File: config.mk
export PLATFORM = sky130hd
export DESIGN_NAME = clkdiv_bank
export DESIGN_NICKNAME = d
export VERILOG_FILES = /design/src/rtl/clkdiv_pkg.sv /design/src/rtl/clkdiv_chan.sv /design/src/rtl/clkdiv_bank.sv
export SDC_FILE = /design/constraint.sdc
export NUM_CORES = 1
export LEC_CHECK = 0
export CAP_MARGIN = 20
export CORE_MARGIN = 4
export CORE_UTILIZATION = 31
export CTS_CLUSTER_SIZE = 30
export DETAILED_ROUTE_END_ITERATION = 10
export SLEW_MARGIN = 15
export SYNTH_ARGS = -nofsm -noshare
export SYNTH_HDL_FRONTEND = slang
export SYNTH_SLANG_ARGS = --single-unit
File: constraint.sdc
create_clock -name clk -period 2.37 [get_ports clk]
set_input_delay 0.237 -clock clk [delete_from_list [all_inputs] [get_ports clk]]
set_output_delay 0.237 -clock clk [all_outputs]
set_load 0.05 [all_outputs]
File: src/rtl/clkdiv_pkg.sv
// Shared constants and per-channel configuration type for the clock divider bank.
package clkdiv_pkg;

    localparam int unsigned N_DEF       = 4;
    localparam int unsigned CW_DEF      = 8;
    localparam int unsigned NSTABLE_DEF = 8;
    localparam int unsigned CW_MAX      = 16;
    localparam int unsigned SW          = 8;

    // Edge counts are held at the widest legal width; narrower banks zero-extend.
    typedef struct packed {
        logic [CW_MAX-1:0] rise;
        logic [CW_MAX-1:0] fall;
        logic              half;
    } chan_cfg_t;

endpackage

File: src/rtl/clkdiv_chan.sv
// One divided-clock channel: edge compare, output register and optional half-cycle delay.
module clkdiv_chan
    import clkdiv_pkg::*;
#(
    parameter int unsigned CW = CW_DEF
) (
    input  logic          clk,
    input  logic          nreset,
    input  logic [CW-1:0] cnt,
    input  logic          div_nz,
    input  chan_cfg_t     cfg,
    input  logic          chen,
    output logic          clkrise,
    output logic          clkfall,
    output logic          clkout
);

    logic out_q, out_d;
    logic neg_q, neg_d;

    assign clkrise = chen & div_nz & (CW_MAX'(cnt) == cfg.rise);
    assign clkfall = chen & div_nz & (CW_MAX'(cnt) == cfg.fall);

    // Rise has priority over fall; disabling the channel clears the output.
    always_comb begin
        out_d = out_q;
        neg_d = out_q;
        if (!chen) begin
            out_d = 1'b0;
        end else if (clkrise) begin
            out_d = 1'b1;
        end else if (clkfall) begin
            out_d = 1'b0;
        end
    end

    always_ff @(posedge clk or negedge nreset) begin
        if (!nreset) out_q <= 1'b0;
        else         out_q <= out_d;
    end

    // Half-cycle stage delays the output by half a clk period.
    always_ff @(negedge clk or negedge nreset) begin
        if (!nreset) neg_q <= 1'b0;
        else         neg_q <= neg_d;
    end

    assign clkout = cfg.half ? neg_q : out_q;

endmodule

File: src/rtl/clkdiv_bank.sv
// Bank of N phase-programmable clock dividers sharing one period counter,
// with a valid/ready configuration port applied only on period boundaries.
module clkdiv_bank
    import clkdiv_pkg::*;
#(
    parameter int unsigned N       = N_DEF,
    parameter int unsigned CW      = CW_DEF,
    parameter int unsigned NSTABLE = NSTABLE_DEF
) (
    input  logic            clk,
    input  logic            nreset,
    input  logic            clken,
    input  logic            cfg_valid,
    output logic            cfg_ready,
    input  logic [CW-1:0]   cfg_div,
    input  logic [N*CW-1:0] cfg_rise,
    input  logic [N*CW-1:0] cfg_fall,
    input  logic [N-1:0]    cfg_half,
    input  logic [N-1:0]    chen,
    output logic [N-1:0]    clkout,
    output logic [N-1:0]    clkrise,
    output logic [N-1:0]    clkfall,
    output logic            period_tick,
    output logic            clkstable
);

    logic [CW-1:0]        cnt_q, cnt_d;
    logic [CW-1:0]        div_q, div_d;
    logic [CW-1:0]        div_sh_q, div_sh_d;
    chan_cfg_t [N-1:0]    act_q, act_d;
    chan_cfg_t [N-1:0]    sh_q, sh_d;
    logic                 pend_q, pend_d;
    logic                 rdy_q, rdy_d;
    logic [SW-1:0]        stab_q, stab_d;
    logic                 div_nz_c, xfer_c, apply_c;

    assign div_nz_c    = (div_q != '0);
    assign period_tick = clken & div_nz_c & (cnt_q == div_q);
    assign xfer_c      = cfg_valid & rdy_q;
    assign apply_c     = pend_q & (period_tick | ~div_nz_c);
    assign cfg_ready   = rdy_q;
    assign clkstable   = (stab_q == SW'(NSTABLE)) & div_nz_c;

    always_comb begin
        cnt_d    = cnt_q;
        div_d    = div_q;
        div_sh_d = div_sh_q;
        act_d    = act_q;
        sh_d     = sh_q;
        pend_d   = pend_q;
        stab_d   = stab_q;
        // Apply swaps in the whole shadow at once so no period mixes old and new settings.
        if (apply_c) begin
            div_d  = div_sh_q;
            act_d  = sh_q;
            cnt_d  = '0;
            stab_d = '0;
            pend_d = 1'b0;
        end else begin
            if (!div_nz_c) begin
                cnt_d = '0;
            end else if (clken) begin
                cnt_d = (cnt_q == div_q) ? '0 : cnt_q + CW'(1);
            end
            if (period_tick && (stab_q != SW'(NSTABLE))) begin
                stab_d = stab_q + SW'(1);
            end
        end
        if (xfer_c) begin
            div_sh_d = cfg_div;
            pend_d   = 1'b1;
            for (int unsigned i = 0; i < N; i++) begin
                sh_d[i].rise = CW_MAX'(cfg_rise[i*CW +: CW]);
                sh_d[i].fall = CW_MAX'(cfg_fall[i*CW +: CW]);
                sh_d[i].half = cfg_half[i];
            end
        end
        rdy_d = ~pend_d;
    end

    always_ff @(posedge clk or negedge nreset) begin
        if (!nreset) begin
            cnt_q    <= '0;
            div_q    <= '0;
            div_sh_q <= '0;
            act_q    <= '0;
            sh_q     <= '0;
            pend_q   <= 1'b0;
            rdy_q    <= 1'b1;
            stab_q   <= '0;
        end else begin
            cnt_q    <= cnt_d;
            div_q    <= div_d;
            div_sh_q <= div_sh_d;
            act_q    <= act_d;
            sh_q     <= sh_d;
            pend_q   <= pend_d;
            rdy_q    <= rdy_d;
            stab_q   <= stab_d;
        end
    end

    for (genvar g = 0; g < N; g++) begin : g_chan
        clkdiv_chan #(.CW(CW)) u_chan (
            .clk     (clk),
            .nreset  (nreset),
            .cnt     (cnt_q),
            .div_nz  (div_nz_c),
            .cfg     (act_q[g]),
            .chen    (chen[g]),
            .clkrise (clkrise[g]),
            .clkfall (clkfall[g]),
            .clkout  (clkout[g])
        );
    end

endmodule

==> impl_metrics.py <==
metrics = {
    "routing": {
        "ant_nets": 0,
        "viasPerCell": 4.82,
        "drc": 0,
        "drtIter0Drc": 332,
        "firstDrtPassIters": 4,
        "routed_wirelength_mm": 18.7,
        "vias": 5074,
        "wl_per_cell_um": 17.7,
    },
    "yosys": {
        "muxShareOfSynthArea": 0.209,
        "syn_area_sq_um": 8040,
        "yosys_warnings": 0,
        "synth.largest_area_cell": "dfrtp_1",
        "synthXorXnorAreaFrac": 0.0785,
        "synth_top_family_by_area": "multiplexers",
        "yosys_register_bits": 178,
        "ys_seq_area_frac": 0.555,
        "netlist_top_cells_area": "dfrtp_1, mux2_2, xnor2_1, xor2_1, dfrtn_1",
        "synth_adder_area_share": 0.00467,
        "synth-compound-area-share": 0.0512,
        "yosys.area_share.simple": 0.0670,
        "ys_types": 49,
        "syn-num-nets": 694,
        "synthCells": 607,
        "synth_top_area_frac": 0.539,
        "syn_avg_cell_area_sq_um": 13.2,
    },
    "finish": {
        "drive_gt1_frac": 0.350,
        "final_nets": 796,
        "area_delta_synth_final_pct": 28.9,
        "diodes": 0,
    },
    "setup_path": {
        "crit_type": "flop to output port",
        "startpoint_type": "flop",
        "end_kind": "output port",
        "arrival_ns": 2.33,
        "cp.required_ns": 2.13,
        "r2r_setup_slack_ns": 0.25,
        "worstPathMaxFanout": 1,
    },
    "sta": {
        "fin_ws_ns": -0.199,
        "hold_ws_ns": 0.201,
        "hold_viol_final": 0,
        "fin_worst_skew_ns": 0.0234,
        "finalSetupViolations": 4,
        "rsz0062_at_grt": "true",
        "relSlewSlack": 0.545,
        "finalMaxSlewViolations": 0,
        "worstMarginPinSlew_ns": 0.682,
    },
    "floorplanning": {
        "start_util": 0.317,
        "coreArea_sq_um": 25300,
        "dieArea_sq_um": 28600,
        "pin_count": 99,
        "die_y_um": 169,
        "die_w_um": 169,
        "rows": 58,
    },
    "cts": {
        "cts_buffer_depth": 2,
        "cts_tree": "yes",
        "clk-insertion-delay-late_ns": 0.42,
        "clock-root-buffer": "clkbuf_16",
        "cts_made_buffers": 17,
        "clk_pin_slew_worst_paths_ns": 0.07,
        "cts.sinks": 178,
        "htree_levels": 4,
    },
    "global_route": {
        "grt_overflow_total": 0,
        "grt_max_degree": 123,
        "grt_pass1_vias": 5217,
        "grt_first_pass_wirelength_mm": 29.4,
        "antenna_found_initial": 0,
        "grtUsageTotal": 0.133,
    },
    "power_and_ir_drop": {
        "p_leak_nw": 4.25,
        "power_density_nw_per_um2": 1260,
        "peakVddDrop_mv": 0.569,
    },
    "placed_design": {
        "place.gp.congestion": 0.789,
        "preCtsSetupSlack_ns": 0.206,
        "port_buffers": 98,
        "dp_hpwl_mm": 12.6,
    },
    "run_status": {
        "violations": "negative setup slack",
        "status": "finished with violations",
    },
    "job": {
        "cap_violations": 0,
    },
    "worst_hold_path": {
        "holdCritPathClass": "primary input to asynchronous set/reset pin",
    },
}
## cells by family after synthesis
kind of cell             after synthesis
buffers and inverters                 52
flip-flops                           178
AND/OR/NAND/NOR                       97
AO/OA/AOI/OAI                         56
multiplexers                         149
adder cells (fa/ha/maj)                3
XOR/XNOR                              72
## critical path: stages, from the launching register on
cell	delay, ns
dfrtn_1	0.32
mux2_4	0.27
buf_12	0.15
## power breakdown
group	internal [mW]	switching, mW
logic	2.75	2.14
registers	4.47	0.933
clock network	1.52	1.22
## timing repair
| item | 4_1_cts | 5_1_grt |
|---|---|---|
| hold endpoints to repair | 2 | 0 |
| cloned | 0 | 0 |
| pin swaps | 0 | 9 |
| setup buffers | 0 | 1 |
| hold buffers | 1 | 0 |
| gates resized for setup | 13 | 25 |
| setup endpoints to repair | 11 | 14 |
## through the flow
step / instance area (sq um) / cells / power [mW] / util / setup TNS [ns]
after floorplan: 8040 / 607 / 8.77 / - / 0
after global placement: 9590 / 1018 / 10.1 / 0.379 / 0
after detailed placement: 9590 / 1018 / 10.2 / 0.379 / 0
after CTS: 10200 / 1051 / 13.1 / 0.403 / -0.842
after global routing: 10400 / 1052 / 13.9 / 0.409 / -0.918
final: 10400 / 1052 / 13.0 / 0.409 / -0.770
## cell usage after synthesis (all sizes together)
| library cell | n |
|---|---|
| ha | 3 |
| and4 | 2 |
| or4b | 1 |
| nand3 | 11 |
| a2bb2oi | 1 |
| a21boi | 12 |
| or4 | 3 |
| inv | 7 |
| o41ai | 1 |
| o21ai | 10 |
| mux2i | 1 |
| buf | 40 |
| o211ai | 1 |
| o21a | 2 |
| nor2 | 13 |
| o31ai | 3 |
| o22a | 8 |
| or3 | 8 |
| nor4b | 1 |
| a21oi | 8 |
| mux2 | 148 |
| clkbuf | 5 |
| dfrtp | 173 |
| nor3 | 8 |
| nand2 | 17 |
| o311ai | 1 |
| dfstp | 1 |
| and2 | 2 |
| nor4 | 12 |
| nor3b | 2 |
| o311a | 1 |
| a32o | 4 |
| a31oi | 2 |
| xor2 | 32 |
| o32a | 1 |
| o211a | 1 |
| nand4 | 11 |
| dfrtn | 4 |
| xnor2 | 40 |
| and3 | 5 |
| nor2b | 1 |
## cell type report
| type | instances | area (sq um) |
|---|---|---|
| clock buffers | 23 | 468 |
| repair buffers | 128 | 1420 |
| fillers | 2371 | 15000 |
| clock inverters | 9 | 98.8 |
| multi-input cells | 377 | 3470 |
| well taps | 330 | 413 |
| flip-flops and latches | 178 | 4460 |
| inverters | 7 | 26.3 |
## state kept, by name, indices dropped and copies added, names as in the netlist
| name | flops |
|---|---|
| act_q | 68 |
| cfg_ready | 1 |
| cnt_q | 8 |
| div_q | 8 |
| div_sh_q | 8 |
| g_chan.u_chan.neg_d | 4 |
| g_chan.u_chan.neg_q | 4 |
| pend_q | 1 |
| sh_q | 68 |
| stab_q | 8 |
## layout by cell type, fill, tap and decap left out, drive strengths merged, types with 4 or more instances in the layout
cell,count
o21ai,10
o22a,8
dfrtp,173
inv,11
clkdlybuf4s50,83
mux2,148
nor2,13
a21boi,12
or3,8
nand2,17
and3,5
a21oi,8
a32o,4
nor3,8
clkbuf,23
buf,44
nand3,11
nor4,12
xnor2,40
nand4,11
xor2,32
dfrtn,4
## path summary, 6_finish.rpt
check	from	endpoint	depth (start not counted)
setup / recovery	g_chan[2].u_chan.neg_q$_DFF_NN0_	clkout[2]	2
hold / removal	nreset	act_q[33]$_DFFE_PN0P_	2
setup reg to reg	div_q[5]$_DFFE_PN0P_	act_q[72]$_DFFE_PN0P_	6
hold reg to reg	div_sh_q[6]$_DFFE_PN0P_	div_q[6]$_DFFE_PN0P_	1
max in group asynchronous	nreset	g_chan[0].u_chan.neg_q$_DFF_NN0_	2
min in group clk	chen[1]	g_chan[1].u_chan.neg_d$_DFFE_PN0P_	2
## layer usage
layer  GRT usage  part of all wire  up-vias  routed length, um
met5           0                 0        -                  0
met4      0.0336            0.0087        0                163
met3      0.0320             0.047       13                884
met2       0.214              0.49      101               9060
met1       0.181              0.46     2599               8570
li1            -                 -     2361                  -
(Power assumes the default switching activity.)
